$ cat src/rtl/full_subtractor_reg.sv
// Registered ripple-borrow full subtractor: {b_out, d} = a - b - b_in, one-cycle latency.
// Optional signed-overflow flag output `ovf` is enabled by defining FS_OVERFLOW_EN.
module full_subtractor_reg #(
    parameter int WIDTH = 1
) (
    input  logic             clk,
    input  logic             rst_n,
    input  logic             in_valid,
    input  logic [WIDTH-1:0] a,
    input  logic [WIDTH-1:0] b,
    input  logic             b_in,
    output logic             out_valid,
    output logic [WIDTH-1:0] d,
    output logic             b_out
`ifdef FS_OVERFLOW_EN
    ,
    output logic             ovf
`endif
);

    logic [WIDTH:0]   br;
    logic [WIDTH-1:0] diff;

    // Borrow ripples LSB first; br[WIDTH] is the borrow out of the MSB cell.
    always_comb begin
        // NOTE: every combinational output gets a default first so no path can infer a latch.
        br    = '0;
        diff  = '0;
        br[0] = b_in;
        for (int i = 0; i < WIDTH; i++) begin
            diff[i]  = a[i] ^ b[i] ^ br[i];
            br[i+1]  = (~a[i] & b[i]) | (~(a[i] ^ b[i]) & br[i]);
        end
    end

    // NOTE: sequential state uses non-blocking assignments; reset here is synchronous and
    // takes priority over in_valid on the same edge.
    always_ff @(posedge clk) begin
        if (!rst_n) begin
            out_valid <= 1'b0;
            d         <= '0;
            b_out     <= 1'b0;
        end else begin
            out_valid <= in_valid;
            // Result registers only load on valid, so idle-cycle X inputs never reach d/b_out.
            if (in_valid) begin
                d     <= diff;
                b_out <= br[WIDTH];
            end
        end
    end

`ifdef FS_OVERFLOW_EN
    logic ovf_next;

    // Signed overflow: operand signs differ and the result sign differs from the minuend.
    always_comb begin
        ovf_next = (a[WIDTH-1] != b[WIDTH-1]) && (diff[WIDTH-1] != a[WIDTH-1]);
    end

    always_ff @(posedge clk) begin
        if (!rst_n) begin
            ovf <= 1'b0;
        end else if (in_valid) begin
            ovf <= ovf_next;
        end
    end
`endif

endmodule

$ cat config.mk
export PLATFORM = sky130hd
export DESIGN_NAME = full_subtractor_reg
export DESIGN_NICKNAME = d
export VERILOG_FILES = /design/src/rtl/full_subtractor_reg.sv
export SDC_FILE = /design/constraint.sdc
export NUM_CORES = 1
export LEC_CHECK = 0
export BUFFER_PORTS_ARGS = -buffer_cell sky130_fd_sc_hd__buf_2
export CAP_MARGIN = 10
export CORE_AREA = 5 5 42 44
export DETAILED_ROUTE_END_ITERATION = 10
export DIE_AREA = 0 0 47 49
export PLACE_DENSITY = 0.36
export SLEW_MARGIN = 15
export SYNTH_ARGS = -nofsm -noshare
export SYNTH_HDL_FRONTEND = slang
export SYNTH_SLANG_ARGS = --single-unit
$ cat constraint.sdc
create_clock -name clk -period 1.6 [get_ports clk]
set_input_delay 0.4 -clock clk [delete_from_list [all_inputs] [get_ports clk]]
set_output_delay 0.4 -clock clk [all_outputs]
set_load 0.1 [all_outputs]
Word level (Yosys, flattened, before mapping) --
Cells that the tools add are included.
Storage, ports and cells: flip-flop bits (word level) 3, input bits 6, output and inout bits 3, logic and storage cells 10
Cells by class: bitwise gates (word level) 7
Operators with widths (number):
- bitwise AND 1 bit | 2
- inverter 1 bit | 2
- bitwise XOR 1 bit | 2
- bitwise OR 1 bit | 1

Logic depth before layout (Yosys ltp) --
Gate-level depths: netlist of the first run.
depth after elaboration 4, depth in mapped cells 4, gate-level depth less buffers 4

Worst setup path after synthesis of the first run --
No wires, ideal clock.
path type register to output, start register b_out, end output b_out, data arrival time 0.925 ns, required time 1.200 ns, slack 0.275 ns, cell stages (with the launch flop) 1, buffers on the path 0, cells stage by stage dfxtp_1
RTL lines:
- start: declaration | RTL line 14 | output logic b_out
- start signal: assignment | RTL line 48 | b_out <= br[WIDTH];
No word-level cell between the ends.

Worst setup path after layout of the first run --
start register d, end output d
RTL lines:
- start: declaration | RTL line 13 | output logic [WIDTH-1:0] d,
- start signal: assignment | RTL line 47 | d <= diff;
No word-level cell between the ends.

==> results of run 1 <==
-- final timing paths --
kind | from | end | slack (ns) | cells after the start
setup / recovery | d | d | 0.20 | 1
hold / removal | rst_n | d | 0.41 | 2
setup reg to reg | b_out | b_out | 0.97 | 1
hold reg to reg | b_out | b_out | 0.51 | 1
-- state kept, by name, summed over array words and instances, names as in the netlist --
register   cells
b_out          1
d              1
out_valid      1
-- per-stage QoR --
step                hold WS (ns)  instances  worst slack (ns)
floorplan                  0.528         11             0.275
global placement           0.487         35             0.328
detailed placement         0.515         35             0.310
CTS                        0.406         39             0.190
global route               0.410         39             0.154
finish                     0.412         39             0.202
-- cell usage in the layout (no fill, tap or decap) --
cell	n
and2_2	1
buf_2	8
clkbuf_1	1
clkbuf_4	3
dfxtp_1	3
fa_1	1
inv_1	2
mux2i_1	1
nand2_1	1
nor2b_1	1
o211a_1	1
-- kinds of logic after synthesis --
group           after synthesis
mux                           1
fa+ha+maj                     1
compound gates                1
flops                         3
buf+inv                       2
simple gates                  3
-- area by class of cell --
cell class | instances | share of cell area (%)
well taps | 16 | 9.47
repair buffers | 8 | 18.9
clock buffers | 4 | 12.4
inverters | 2 | 3.55
multi-input cells | 6 | 27.2
flip-flops and latches | 3 | 28.4
-- layer usage --
metal / routed length [µm] / vias up / track usage (%) / share of wire, %
li1: - / 58 / - / -
met1: 141 / 50 / 3.08 / 42
met2: 110 / 9 / 4.75 / 33
met3: 80 / 0 / 5.90 / 24
met4: 0 / 0 / 5.53 / 0
met5: 0 / - / 0 / 0
-- power groups by stage --
stage / combinational, µW / sequential, µW / clock [µW]
after CTS: 67.3 / 83.8 / 140
final: 67.0 / 83.7 / 132
after global routing: 71.5 / 84.4 / 149
after global placement: 66.2 / 84.3 / 0
after detailed placement: 67.4 / 85.0 / 0
after floorplan: 11.1 / 125 / 0
==> impl_metrics.toml, run 1 <==
[status]
status = "completed"

[critical_path]
endpoint_kind = "output port"
critPathBufInv = 1
crit_slowest_cell = "buf_2"
cp.required_ns = 1.20
cpLargestDelayFamily = "buffers and inverters"
cp_slowest_stage_delay_ns = 0.43
crit_type = "reg2out"
worstPathMaxFanout = 2
arrival_ns = 1.00
startpoint_type = "flip-flop"
path_cells = "buf_2"

[final_layout]
multiInputGateArea_um2 = 57.6
design_area_um2 = 211
n_antenna_cell = 0
fin_nets = 31
area_growth_pct = 69.0
n_fill_cell = 172
seqCellArea_um2 = 60.1
utilization_pct = 15.1
drive_gt1_share_pct = 52.2

[global_routing]
grt_pass1_wl_um = 593
overflow = 0
first_global_vias = 162
grt_start_max_net_pins = 5
gr-usage-all-layers_pct = 4.44
antenna_found_initial = 0

[yosys]
ys_types = 8
synth.most_common_cell = "dfxtp_1"
synth_top_area_cell = "dfxtp_1"
syn-num-nets = 18
yosysSeqAreaShare_pct = 48.0
synthSimpleGateAreaFrac_pct = 14.0
yosys-top-cells-count = "dfxtp_1 (3), inv_1 (2)"
synth.area.top_cells = "dfxtp_1 (48%), fa_1 (16%), mux2i_1 (8.0%), o211a_1 (8.0%), and2_2 (6.0%)"
synth_edf_count = 0
synth_top_family_by_area = "adder cells"
syn_area_um2 = 125
synth_ff_type = "dfxtp_1"
avgSynthCellArea_um2 = 11.4
synth_xor_area_share_pct = 0
synthesis.instances = 11
synth_top_area_share_pct = 48.0
synthArstFlopShare_pct = 0
synth-compound-area-share_pct = 8.00
synthMuxAreaShare_pct = 8.00
ys_ff_latch = 3
synth-adder-area-share_pct = 16.0
yosys_warnings = 0

[placed_design]
place_area_um2 = 185
io_buffers = 8
place_congestion = 0.631

[pwr]
p_seq_share_pct = 29.6
intPower_uw = 190
p_per_area_nw_per_um2 = 1340
power.leakage_uw = 0.000115
total_power_uw = 282
p_sw_share_pct = 32.8
comb_power_share_pct = 23.7
power_switching_uw = 92.5
irDropWorstVdd_v = 0.000187
power_frac_clock_pct = 46.6

[clocking]
tritoncts = "done"
cts_resized = 0
root_buffer = "clkbuf_4"
cts_made_buffers = 3
clkTransAtPathRegs_ns = 0.04
cts_buffer_depth = 2
htreeDepth = 1
cts_setup_buffers = 0
clock_latency_ns = 0.23
cts_hold_buf = 0
cts.sink_count = 3

[floorplanning]
fp.dieW_um = 47
row_count = 14
design.core.area_um2 = 1400
pin_count = 9
initial_utilization_pct = 8.93
die_h_um = 49
dieArea_um2 = 2300

[job]
cap_viol_max_count = 0

[min_path]
hold_path_class = "in2reg"

[sta]
final_hold_viol_count = 0
min_period_ns = 1.40
fin_crit_sh_pct = 87.4
setup_tns_ns = 0
maxSlewViolCount = 0
fin_skew_ns = 0
slew_headroom_pct = 67.5
finalSetupViolations = 0
fmax_ghz = 0.715
rsz0062_at_grt = "false"
tightest_slew_ns = 0.492

[routing]
first_pass_iters = 1
drc = 0
vias = 117
wirelength_um = 332
vias_per_cell = 3.00
ant_nets = 0
first_iter_violations = 0
wl_per_cell_um = 8.51
Note: power is estimated with default switching activity, not from simulation.
==> run 2: changes to the inputs <==
Settings changed: ABC_AREA set to 1, CORE_AREA 5 5 42 44 to 8 8 45 47, DIE_AREA 0 0 47 49 to 0 0 53 55, PLACE_DENSITY 0.36 to 0.37.
==> run 2 against run 1 <==
Net effect:
- critical path depth is the same
- sequential share of layout area shrank 0.50 points
- die area grew 27%
- first-iteration DRC count is the same
- area after synthesis grew 3.0%
- critical path type unchanged
==> impl_metrics.toml, run 2 <==
[final_layout]
area_growth_pct = 67.0
top_regs = "b_out: 1 flops, d: 1 flops, out_valid: 1 flops"
drive_gt1_share_pct = 37.9
fin_nets = 37
design_area_um2 = 215
utilization_pct = 15.6
n_fill_cell = 180
n_antenna_cell = 0
layout_commonest_cell = "buf_2"
layout_common_cells = "buf_2 (8), nand2_1 (5), inv_1 (4), nor2_1 (4)"

[critical_path]
cpLargestDelayFamily = "buffers and inverters"
worstPathMaxFanout = 2
endpoint_kind = "output port"
path_cells = "buf_2"
cp.required_ns = 1.20
crit_slowest_cell = "buf_2"
arrival_ns = 0.98
cp_slowest_stage_delay_ns = 0.43
critPathBufInv = 1
startpoint_type = "flip-flop"
ff2ff_setup_slack_ns = 1.06
crit_type = "reg2out"

[pwr]
total_power_uw = 281
p_per_area_nw_per_um2 = 1310
power.leakage_uw = 0.000126
irDropWorstVdd_v = 0.000210

[yosys]
synthArstFlopShare_pct = 0
avgSynthCellArea_um2 = 7.58
ys_types = 5
synth.most_common_cell = "nand2_1"
synth_top_area_share_pct = 46.6
ys_ff_latch = 3
synth_top_area_cell = "dfxtp_1"
syn-num-nets = 24
yosys-top-cells-count = "nand2_1 (5), inv_1 (4), nor2_1 (4), dfxtp_1 (3), fa_1 (1)"
synth.area.top_cells = "dfxtp_1 (47%), fa_1 (16%), nand2_1 (15%), inv_1 (12%), nor2_1 (12%)"
yosysSeqAreaShare_pct = 46.6
synth_ff_type = "dfxtp_1"
syn_area_um2 = 129
synthesis.instances = 17
yosys_warnings = 0
synth_edf_count = 0

[sta]
holdWs_ns = 0.389
slew_headroom_pct = 67.7
maxSlewViolCount = 0
tightest_slew_ns = 0.488
fmax_ghz = 0.724
fin_skew_ns = 0
finalSetupViolations = 0
fin_crit_sh_pct = 86.4
setup_tns_ns = 0
rsz0062_at_grt = "false"
final_hold_viol_count = 0
min_period_ns = 1.38

[global_routing]
grt_pass1_wl_um = 510
gr-usage-all-layers_pct = 2.68
first_global_vias = 153
antenna_found_initial = 0
overflow = 0
grt_start_max_net_pins = 6

[clocking]
tritoncts = "done"
cts_hold_buf = 0
cts_setup_buffers = 0
cts_made_buffers = 3
root_buffer = "clkbuf_4"
cts_buffer_depth = 2
clkTransAtPathRegs_ns = 0.04
htreeDepth = 1
cts_resized = 0
cts.sink_count = 3
clock_latency_ns = 0.23

[routing]
wirelength_um = 310
ant_nets = 0
vias = 134
first_iter_violations = 0
drc = 0
wl_per_cell_um = 6.89
first_pass_iters = 1
vias_per_cell = 2.98

[placed_design]
place_congestion = 0.647
place_area_um2 = 189
io_buffers = 8
hpwl_um = 269

[floorplanning]
fp.dieW_um = 53
dieArea_um2 = 2920
initial_utilization_pct = 9.31
row_count = 14
design.core.area_um2 = 1380
die_h_um = 55
pin_count = 9

[status]
status = "completed"

[min_path]
hold_path_class = "in2reg"

[job]
cap_viol_max_count = 0
## run 2: cell count changes in the layout (fill, tap and decap cells not counted), sizes merged
cell	before	now
and2	1	0
inv	2	4
mux2i	1	0
nand2	1	5
nor2	0	4
nor2b	1	0
o211a	1	0
## run 2: cells by family after synthesis
group         after synthesis  synth area share [%]
flops                       3                  46.6
buf+inv                     4                  11.6
fa+ha+maj                   1                  15.5
simple gates                9                  26.2
## run 2: report_power, final
| group | switching, µW | internal, µW |
|---|---|---|
| logic | 52.5 | 14.2 |
| registers | 2.06 | 80.7 |
| clock network | 38.0 | 93.4 |
## run 2: cell type report
| cell class | count | area, µm² | area share (%) |
|---|---|---|---|
| multi-input combinational | 10 | 53.8 | 25.0 |
| tap | 16 | 20.0 | 9.30 |
| clock buffer | 4 | 26.3 | 12.2 |
| inverter | 4 | 15.0 | 6.98 |
| timing repair buffer | 8 | 40.0 | 18.6 |
| sequential | 3 | 60.1 | 27.9 |
## run 2: final timing paths
kind	from	to	depth (start not counted)
worst max register to register	b_out	b_out	2
worst min register to register	d	d	2
worst max-delay path	b_out	b_out	1
worst min-delay path	rst_n	out_valid	3
## run 2: per-layer routing
metal  part of all wire, %  global-route usage (%)  wire, µm  vias up
met3                    15                    1.60        45        0
met2                    58                    3.91       180        3
met4                     0                    5.17         0        0
met5                     0                       0         0        -
met1                    27                    1.68        84       60
li1                      -                       -         -       71
## run 2: worst reg2reg max path, stage by stage, from the launching register on
cell and delay [ns]:
dfxtp_1 0.30, nor2_1 0.09, nor2_1 0.05
## run 2: stage by stage
stage,worst slack [ns],std cells
4_1_cts,0.195,45
6_report,0.218,45
5_1_grt,0.176,45
2_1_floorplan,0.275,17
3_3_place_gp,0.301,41
3_5_place_dp,0.296,41
